===== src/rtl/uart_pkg.sv =====
// Shared UART definitions: receiver FSM states, oversample sample/decide points,
// frame-format defaults shared with the transmitter, and the 3-sample vote helper.
package uart_pkg;

    localparam int unsigned DATA_BITS_DEF  = 8;
    localparam int unsigned OVERSAMPLE_DEF = 16;

    localparam int unsigned SAMPLE_PT_A    = 7;
    localparam int unsigned SAMPLE_PT_B    = 8;
    localparam int unsigned SAMPLE_PT_C    = 9;
    localparam int unsigned DECIDE_PT      = 15;
    localparam int unsigned STOP_DECIDE_PT = 9;

    typedef enum logic [1:0] {
        ST_IDLE  = 2'd0,
        ST_START = 2'd1,
        ST_DATA  = 2'd2,
        ST_STOP  = 2'd3
    } rx_state_t;

    function automatic logic majority3(input logic a, input logic b, input logic c);
        return (a & b) | (a & c) | (b & c);
    endfunction

endpackage


===== src/rtl/uart_rx_if.sv =====
// Receive-side byte stream toward the register block: data, valid/ready handshake
// and per-byte status.
interface uart_rx_if
    import uart_pkg::*;
#(
    parameter int unsigned DATA_BITS = DATA_BITS_DEF
) ();

    logic [DATA_BITS-1:0] o_data;
    logic                 o_valid;
    logic                 i_ready;
    logic                 o_frame_err;
    logic                 o_overrun;

    modport master (
        output o_data,
        output o_valid,
        output o_frame_err,
        output o_overrun,
        input  i_ready
    );

    modport slave (
        input  o_data,
        input  o_valid,
        input  o_frame_err,
        input  o_overrun,
        output i_ready
    );

endinterface


===== src/rtl/uart_sync_bit.sv =====
// Multi-flop synchronizer for a single asynchronous input; resets to the idle-high
// line level so a reset never looks like a start edge.
module uart_sync_bit #(
    parameter int unsigned SYNC_STAGES = 2
) (
    input  logic i_clk,
    input  logic i_rst,
    input  logic i_d,
    output logic o_q
);

    logic [SYNC_STAGES-1:0] r_sync;

    always_ff @(posedge i_clk) begin
        if (i_rst) begin
            r_sync <= '1;
        end else begin
            r_sync <= {r_sync[SYNC_STAGES-2:0], i_d};
        end
    end

    assign o_q = r_sync[SYNC_STAGES-1];

endmodule


===== src/rtl/uart_rx.sv =====
// 8N1 UART receiver: 16x oversampled start/data/stop recovery with 3-sample majority
// vote, single-entry output holding register, framing-error and overrun reporting.
module uart_rx
    import uart_pkg::*;
#(
    parameter int unsigned DATA_BITS   = DATA_BITS_DEF,
    parameter int unsigned OVERSAMPLE  = OVERSAMPLE_DEF,
    parameter int unsigned SYNC_STAGES = 2
) (
    input  logic       i_clk,
    input  logic       i_rst,
    input  logic       i_tick,
    input  logic       i_rx,
    uart_rx_if.master  io_bus,
    output logic       o_busy
);

    localparam int unsigned CNT_W = $clog2(OVERSAMPLE);
    localparam int unsigned IDX_W = $clog2(DATA_BITS + 1);

    localparam logic [CNT_W-1:0] CNT_SAMPLE_A = CNT_W'(SAMPLE_PT_A);
    localparam logic [CNT_W-1:0] CNT_SAMPLE_B = CNT_W'(SAMPLE_PT_B);
    localparam logic [CNT_W-1:0] CNT_SAMPLE_C = CNT_W'(SAMPLE_PT_C);
    localparam logic [CNT_W-1:0] CNT_DECIDE   = CNT_W'(DECIDE_PT);
    localparam logic [CNT_W-1:0] CNT_STOP_DEC = CNT_W'(STOP_DECIDE_PT);
    localparam logic [IDX_W-1:0] IDX_LAST     = IDX_W'(DATA_BITS - 1);

    logic                 w_rx;

    rx_state_t            r_state;
    rx_state_t            w_state_nxt;
    logic [CNT_W-1:0]     r_cnt;
    logic [CNT_W-1:0]     w_cnt_nxt;
    logic [IDX_W-1:0]     r_idx;
    logic [IDX_W-1:0]     w_idx_nxt;
    logic [DATA_BITS-1:0] r_shift;
    logic [DATA_BITS-1:0] w_shift_nxt;
    logic [2:0]           r_samp;
    logic [2:0]           w_samp_nxt;
    logic                 r_armed;
    logic                 w_armed_nxt;

    logic                 w_maj_live;
    logic                 w_maj_all;
    logic                 w_frame_done;
    logic                 w_stop_bit;

    logic [DATA_BITS-1:0] r_data;
    logic                 r_valid;
    logic                 r_frame_err;
    logic                 r_overrun;

    uart_sync_bit #(
        .SYNC_STAGES (SYNC_STAGES)
    ) u_sync (
        .i_clk (i_clk),
        .i_rst (i_rst),
        .i_d   (i_rx),
        .o_q   (w_rx)
    );

    // At the cnt-9 decision points the third sample is the live line value.
    assign w_maj_live = majority3(r_samp[0], r_samp[1], w_rx);
    assign w_maj_all  = majority3(r_samp[0], r_samp[1], r_samp[2]);

    always_ff @(posedge i_clk) begin
        if (i_rst) begin
            r_state <= ST_IDLE;
        end else begin
            r_state <= w_state_nxt;
        end
    end

    always_comb begin
        w_state_nxt  = r_state;
        w_cnt_nxt    = r_cnt;
        w_idx_nxt    = r_idx;
        w_shift_nxt  = r_shift;
        w_samp_nxt   = r_samp;
        w_armed_nxt  = r_armed;
        w_frame_done = 1'b0;
        w_stop_bit   = 1'b0;

        if (i_tick) begin
            if (r_state != ST_IDLE) begin
                if (r_cnt == CNT_SAMPLE_A) w_samp_nxt[0] = w_rx;
                if (r_cnt == CNT_SAMPLE_B) w_samp_nxt[1] = w_rx;
                if (r_cnt == CNT_SAMPLE_C) w_samp_nxt[2] = w_rx;
            end

            unique case (r_state)
                ST_IDLE: begin
                    if (w_rx) begin
                        w_armed_nxt = 1'b1;
                    end else if (r_armed) begin
                        w_state_nxt = ST_START;
                        w_cnt_nxt   = '0;
                        w_armed_nxt = 1'b0;
                    end
                end
                ST_START: begin
                    if ((r_cnt == CNT_SAMPLE_C) && w_maj_live) begin
                        w_state_nxt = ST_IDLE;
                        w_cnt_nxt   = '0;
                    end else if (r_cnt == CNT_DECIDE) begin
                        w_state_nxt = ST_DATA;
                        w_cnt_nxt   = '0;
                        w_idx_nxt   = '0;
                    end else begin
                        w_cnt_nxt = r_cnt + CNT_W'(1);
                    end
                end
                ST_DATA: begin
                    if (r_cnt == CNT_DECIDE) begin
                        w_shift_nxt = {w_maj_all, r_shift[DATA_BITS-1:1]};
                        w_cnt_nxt   = '0;
                        if (r_idx == IDX_LAST) begin
                            w_state_nxt = ST_STOP;
                            w_idx_nxt   = '0;
                        end else begin
                            w_idx_nxt = r_idx + IDX_W'(1);
                        end
                    end else begin
                        w_cnt_nxt = r_cnt + CNT_W'(1);
                    end
                end
                ST_STOP: begin
                    if (r_cnt == CNT_STOP_DEC) begin
                        w_frame_done = 1'b1;
                        w_stop_bit   = w_maj_live;
                        w_state_nxt  = ST_IDLE;
                        w_cnt_nxt    = '0;
                    end else begin
                        w_cnt_nxt = r_cnt + CNT_W'(1);
                    end
                end
                default: begin
                    w_state_nxt = ST_IDLE;
                    w_cnt_nxt   = '0;
                end
            endcase
        end
    end

    always_ff @(posedge i_clk) begin
        if (i_rst) begin
            r_cnt   <= '0;
            r_idx   <= '0;
            r_shift <= '0;
            r_samp  <= '1;
            r_armed <= 1'b0;
        end else begin
            r_cnt   <= w_cnt_nxt;
            r_idx   <= w_idx_nxt;
            r_shift <= w_shift_nxt;
            r_samp  <= w_samp_nxt;
            r_armed <= w_armed_nxt;
        end
    end

    // A completing frame may load in the same cycle the consumer drains the old byte.
    always_ff @(posedge i_clk) begin
        if (i_rst) begin
            r_data      <= '0;
            r_valid     <= 1'b0;
            r_frame_err <= 1'b0;
            r_overrun   <= 1'b0;
        end else begin
            r_overrun <= 1'b0;
            if (w_frame_done) begin
                if (!r_valid || io_bus.i_ready) begin
                    r_data      <= r_shift;
                    r_frame_err <= ~w_stop_bit;
                    r_valid     <= 1'b1;
                end else begin
                    r_overrun <= 1'b1;
                end
            end else if (r_valid && io_bus.i_ready) begin
                r_valid <= 1'b0;
            end
        end
    end

    assign io_bus.o_data      = r_data;
    assign io_bus.o_valid     = r_valid;
    assign io_bus.o_frame_err = r_frame_err;
    assign io_bus.o_overrun   = r_overrun;
    assign o_busy             = (r_state != ST_IDLE);

endmodule

===== src/flat_wrapper.sv =====
// flat-port wrapper written by rule: the top's interface ports become plain ports
module uart_rx_flat import uart_pkg::*;
#(
    parameter int unsigned DATA_BITS   = DATA_BITS_DEF,
    parameter int unsigned OVERSAMPLE  = OVERSAMPLE_DEF,
    parameter int unsigned SYNC_STAGES = 2
)
  (i_clk, i_rst, i_tick, i_rx, o_busy, io_bus_o_data, io_bus_o_valid, io_bus_o_frame_err, io_bus_o_overrun, io_bus_i_ready);
  uart_rx_if #(.DATA_BITS(DATA_BITS)) io_bus_i ();
  input  logic i_clk;
  input  logic i_rst;
  input  logic i_tick;
  input  logic i_rx;
  output logic o_busy;
  output wire logic [$bits(io_bus_i.o_data)-1:0] io_bus_o_data;
  output wire logic [$bits(io_bus_i.o_valid)-1:0] io_bus_o_valid;
  output wire logic [$bits(io_bus_i.o_frame_err)-1:0] io_bus_o_frame_err;
  output wire logic [$bits(io_bus_i.o_overrun)-1:0] io_bus_o_overrun;
  input wire logic [$bits(io_bus_i.i_ready)-1:0] io_bus_i_ready;
  assign io_bus_o_data = io_bus_i.o_data;
  assign io_bus_o_valid = io_bus_i.o_valid;
  assign io_bus_o_frame_err = io_bus_i.o_frame_err;
  assign io_bus_o_overrun = io_bus_i.o_overrun;
  assign io_bus_i.i_ready = io_bus_i_ready;
  uart_rx #(.DATA_BITS(DATA_BITS), .OVERSAMPLE(OVERSAMPLE), .SYNC_STAGES(SYNC_STAGES)) u_core (.i_clk(i_clk), .i_rst(i_rst), .i_tick(i_tick), .i_rx(i_rx), .io_bus(io_bus_i), .o_busy(o_busy));
endmodule

===== config.mk =====
export PLATFORM = sky130hd
export DESIGN_NAME = uart_rx_flat
export DESIGN_NICKNAME = d
export VERILOG_FILES = /design/src/rtl/uart_pkg.sv /design/src/rtl/uart_rx_if.sv /design/src/rtl/uart_sync_bit.sv /design/src/rtl/uart_rx.sv /design/src/flat_wrapper.sv
export SDC_FILE = /design/constraint.sdc
export NUM_CORES = 1
export LEC_CHECK = 0
export ABC_AREA = 1
export BUFFER_PORTS_ARGS = -buffer_cell sky130_fd_sc_hd__buf_2
export CORE_MARGIN = 5
export CORE_UTILIZATION = 50
export DETAILED_ROUTE_END_ITERATION = 10
export PLACE_DENSITY = 0.73
export SLEW_MARGIN = 20
export SYNTH_ARGS = -nofsm -noshare
export SYNTH_HDL_FRONTEND = slang
export SYNTH_SLANG_ARGS = --single-unit

===== constraint.sdc =====
create_clock -name i_clk -period 3.6 [get_ports i_clk]
set_clock_uncertainty 0.05 [all_clocks]
set_input_delay 0.18 -clock i_clk [delete_from_list [all_inputs] [get_ports i_clk]]
set_output_delay 0.18 -clock i_clk [all_outputs]
set_load 0.02 [all_outputs]

==> metrics.yaml <==
netlist-cell-type-count: 26
end_kind: "flip-flop"
crit_path_cell_trace: "ha_1, nand3_2, inv_2, nand3_2, a21oi_2, inv_1, nor2_1, nor2_1"
drive_above_1_share_pct: 13.5
ant_nets: 0
setup_viol: 0
critPathRequiredTime_ns: 3.80
clockRootBuffer: "clkbuf_4"
grt_pass1_vias: 1154
die-area_um2: 4220
cts.sink_count: 35
port_buffers: 16
timing.rr.end: "u_core.io_bus.o_data[6]$_SDFFE_PP0P_"
synth_most_common_cell: "nor2_1"
startpoint_type: "flip-flop"
max-cap-violations: 0
grt_pass1_wl_um: 5260
first_iter_violations: 88
synth_fp_nets: 212
path_delay_family: "flip-flops"
grt_max_degree: 23
die_width_um: 64.9
fp.coreArea_um2: 2980
crit_type: "flip-flop to flip-flop"
tritoncts: "done"
vias: 1386
maxSlewHeadroom_pct: 62.3
ys_seq_elements: 35
worst_slew_pin_slew_ns: 0.564
cpPeakStageDelay_ns: 0.42
die_y_um: 64.9
internal-power_mw: 0.614
reg2reg_slack_ns: 1.81
place.gp.congestion: 0.859
dp_slack_ns: 1.84
first_pass_iters: 4
clockPowerShare_pct: 45.8
whs_path_depth: 4
hp-start: "io_bus_i_ready"
hold_violations: 0
crit_slowest_cell: "dfxtp_1"
p_leak_nw: 0.818
cts_buffer_depth: 2
h-tree-depth: 2
fmax_ghz: 0.560
yosys-top-cells-count: "nor2_1, nand2_1, dfxtp_1"
p_sw_mw: 0.152
antenna_cells: 0
synth_cells: 203
r2r_cells: 8
avgSynthCellArea_um2: 7.43
drv_slew: 0
layout_min_cycle_time_ns: 1.79
grt_overflow: 0
finalNetCount: 231
setup_slack_ns: 1.81
synth_area_leader_cell: "dfxtp_1"
cts_inserted_buffers: 5
combPwrFrac_pct: 3.1
r2r-start: "u_core.r_cnt[0]$_SDFFE_PP0P_"
syn_area_um2: 1510
synth-seq-area-share_pct: 46.4
clk_latency_ns: 0.35
rsz0062_at_grt: "no"
holdCritPathClass: "input pin to flip-flop"
initial_core_util_pct: 50.7
antenna_found_initial: 0
synth_area_leaders: "dfxtp_1, nor2_1, nand2_1, o21ai_0, inv_1"
setup-tns-final_ns: 0
hpwl_um: 2250
post_cts_resized: 0
grt_usage_pct: 16.7
path_clk_slew_ns: 0.11
min_to: "u_core.io_bus.o_valid$_SDFFE_PP0P_"
area_delta_synth_final_pct: 13.7
crit_fanout: 11
status: "finished, final reports clean"
p_total_mw: 0.766
synthArstFlopShare_pct: 0
power_frac_seq_pct: 51.1
synth_edf_count: 0
wl_per_cell_um: 12.6
cp.buffers_inverters: 2
cp.arrival_ns: 1.99
drc: 0
min_period_over_period_pct: 49.6
via_per_inst: 5.41
swShare_pct: 19.9
wirelength_um: 3240
io_pins: 17
p_per_area_nw_per_um2: 446
ir_worst_vdd_uv: 266
synth_ff_type: "dfxtp_1"
rows: 20
yosysWarnings: 0
yosysTopAreaCellShare_pct: 46.4
==> per-layer routing <==
metal	GRT usage, %	up-vias	wire (µm)
met2	21.8	47	1280
met4	10.8	0	116
met1	22.8	620	1630
met5	0	-	0
li1	-	706	-
met3	5.72	13	202
==> cells by family (layout without fill, tap and decap cells) <==
logic type	after synthesis	after routing	synth area share (%)
DFF	35	35	46.4
AOI/OAI and AO/OA	42	42	15.4
adders and majority gates	5	5	3.98
buffers and inverters	28	48	7.46
xor gates and xnor gates	2	2	1.16
and+or+nand+nor	91	91	25.5
==> worst register-to-register path: cells and delay by family, from the launching register on <==
| family | cells | cell delay [ns] |
|---|---|---|
| buffers and inverters | 2 | 0.29 |
| AND/OR/NAND/NOR | 4 | 0.40 |
| flip-flops | 1 | 0.42 |
| adder cells (fa/ha/maj) | 1 | 0.19 |
| AO/OA/AOI/OAI | 1 | 0.34 |
==> placed cells by master (no fill, tap or decap) <==
cell | netlist | layout
a211oi_1 | 1 | 1
nor3b_1 | 1 | 1
nand2_1 | 36 | 36
a311oi_1 | 1 | 1
nand3_1 | 7 | 7
nand4_1 | 5 | 5
or2_2 | 2 | 2
nand3_2 | 2 | 2
a31oi_1 | 1 | 1
buf_2 | 0 | 16
maj3_1 | 1 | 1
o31ai_1 | 1 | 1
bufinv_16 | 0 | 2
dfxtp_1 | 35 | 35
dlygate4sd3_1 | 0 | 1
inv_1 | 21 | 21
o21ai_0 | 21 | 21
clkbuf_1 | 2 | 1
o211a_1 | 1 | 1
a21oi_2 | 1 | 1
inv_2 | 2 | 2
nor2_1 | 37 | 37
xor2_1 | 2 | 2
a21oi_1 | 14 | 14
o311ai_0 | 1 | 1
clkbuf_4 | 0 | 5
ha_1 | 4 | 4
nor3_1 | 1 | 1
==> per-stage QoR <==
stage | cells | cell area [µm²] | hold WS, ns | util [%]
after floorplan | 203 | 1510 | 0.208 | -
after global placement | 247 | 1600 | 0.320 | 53.9
after detailed placement | 247 | 1600 | 0.319 | 53.9
after CTS | 256 | 1720 | 0.0808 | 57.6
after global routing | 256 | 1720 | 0.0964 | 57.6
final | 256 | 1720 | 0.0952 | 57.6
==> sequential cells by signal, indices dropped and copies added (netlist names), 2 cells and up, named ones only <==
register / cells
u_core.io_bus.o_data: 8
u_core.r_cnt: 4
u_core.r_idx: 4
u_core.r_samp: 3
u_core.r_shift: 8
u_core.u_sync.r_sync: 2
==> timing repair <==
action | CTS | global route
hold buffers | 1 | 0
endpoints found under the hold margin | 1 | 0
buffers inserted | 0 | 0
==> power groups by stage <==
stage | clock [mW] | sequential, mW | combinational [mW]
3_3_place_gp | 0 | 0.400 | 0.0225
5_1_grt | 0.377 | 0.392 | 0.0267
3_5_place_dp | 0 | 0.400 | 0.0226
2_1_floorplan | 0 | 0.400 | 0.0169
4_1_cts | 0.358 | 0.391 | 0.0236
6_report | 0.351 | 0.391 | 0.0237
==> layout make-up <==
class | instances | area (µm²)
inverters | 23 | 86.3
repair buffers | 17 | 90.1
clock buffers | 6 | 41.3
well taps | 33 | 41.3
multi-input cells | 140 | 696
fillers | 271 | 1260
clock inverters | 2 | 60.1
flip-flops and latches | 35 | 701
==> how the worst max path moves through the flow <==
| stage | start | endpoint | slack (ns) | cells after the start |
|---|---|---|---|---|
| final | u_core.r_cnt[0]$_SDFFE_PP0P_ | u_core.io_bus.o_data[6]$_SDFFE_PP0P_ | 1.81 | 8 |
| after global routing | u_core.r_cnt[1]$_SDFFE_PP0P_ | u_core.io_bus.o_data[7]$_SDFFE_PP0P_ | 1.62 | 9 |
| after CTS | u_core.r_cnt[0]$_SDFFE_PP0P_ | u_core.io_bus.o_data[6]$_SDFFE_PP0P_ | 1.83 | 8 |
| after detailed placement | u_core.r_cnt[0]$_SDFFE_PP0P_ | u_core.io_bus.o_data[6]$_SDFFE_PP0P_ | 1.84 | 8 |
| after global placement | u_core.r_cnt[0]$_SDFFE_PP0P_ | u_core.io_bus.o_data[6]$_SDFFE_PP0P_ | 1.89 | 8 |
| after floorplan | u_core.r_cnt[0]$_SDFFE_PP0P_ | u_core.r_idx[1]$_SDFFE_PP0P_ | 2.21 | 7 |
No activity file was read; power rests on OpenSTA's default activity.
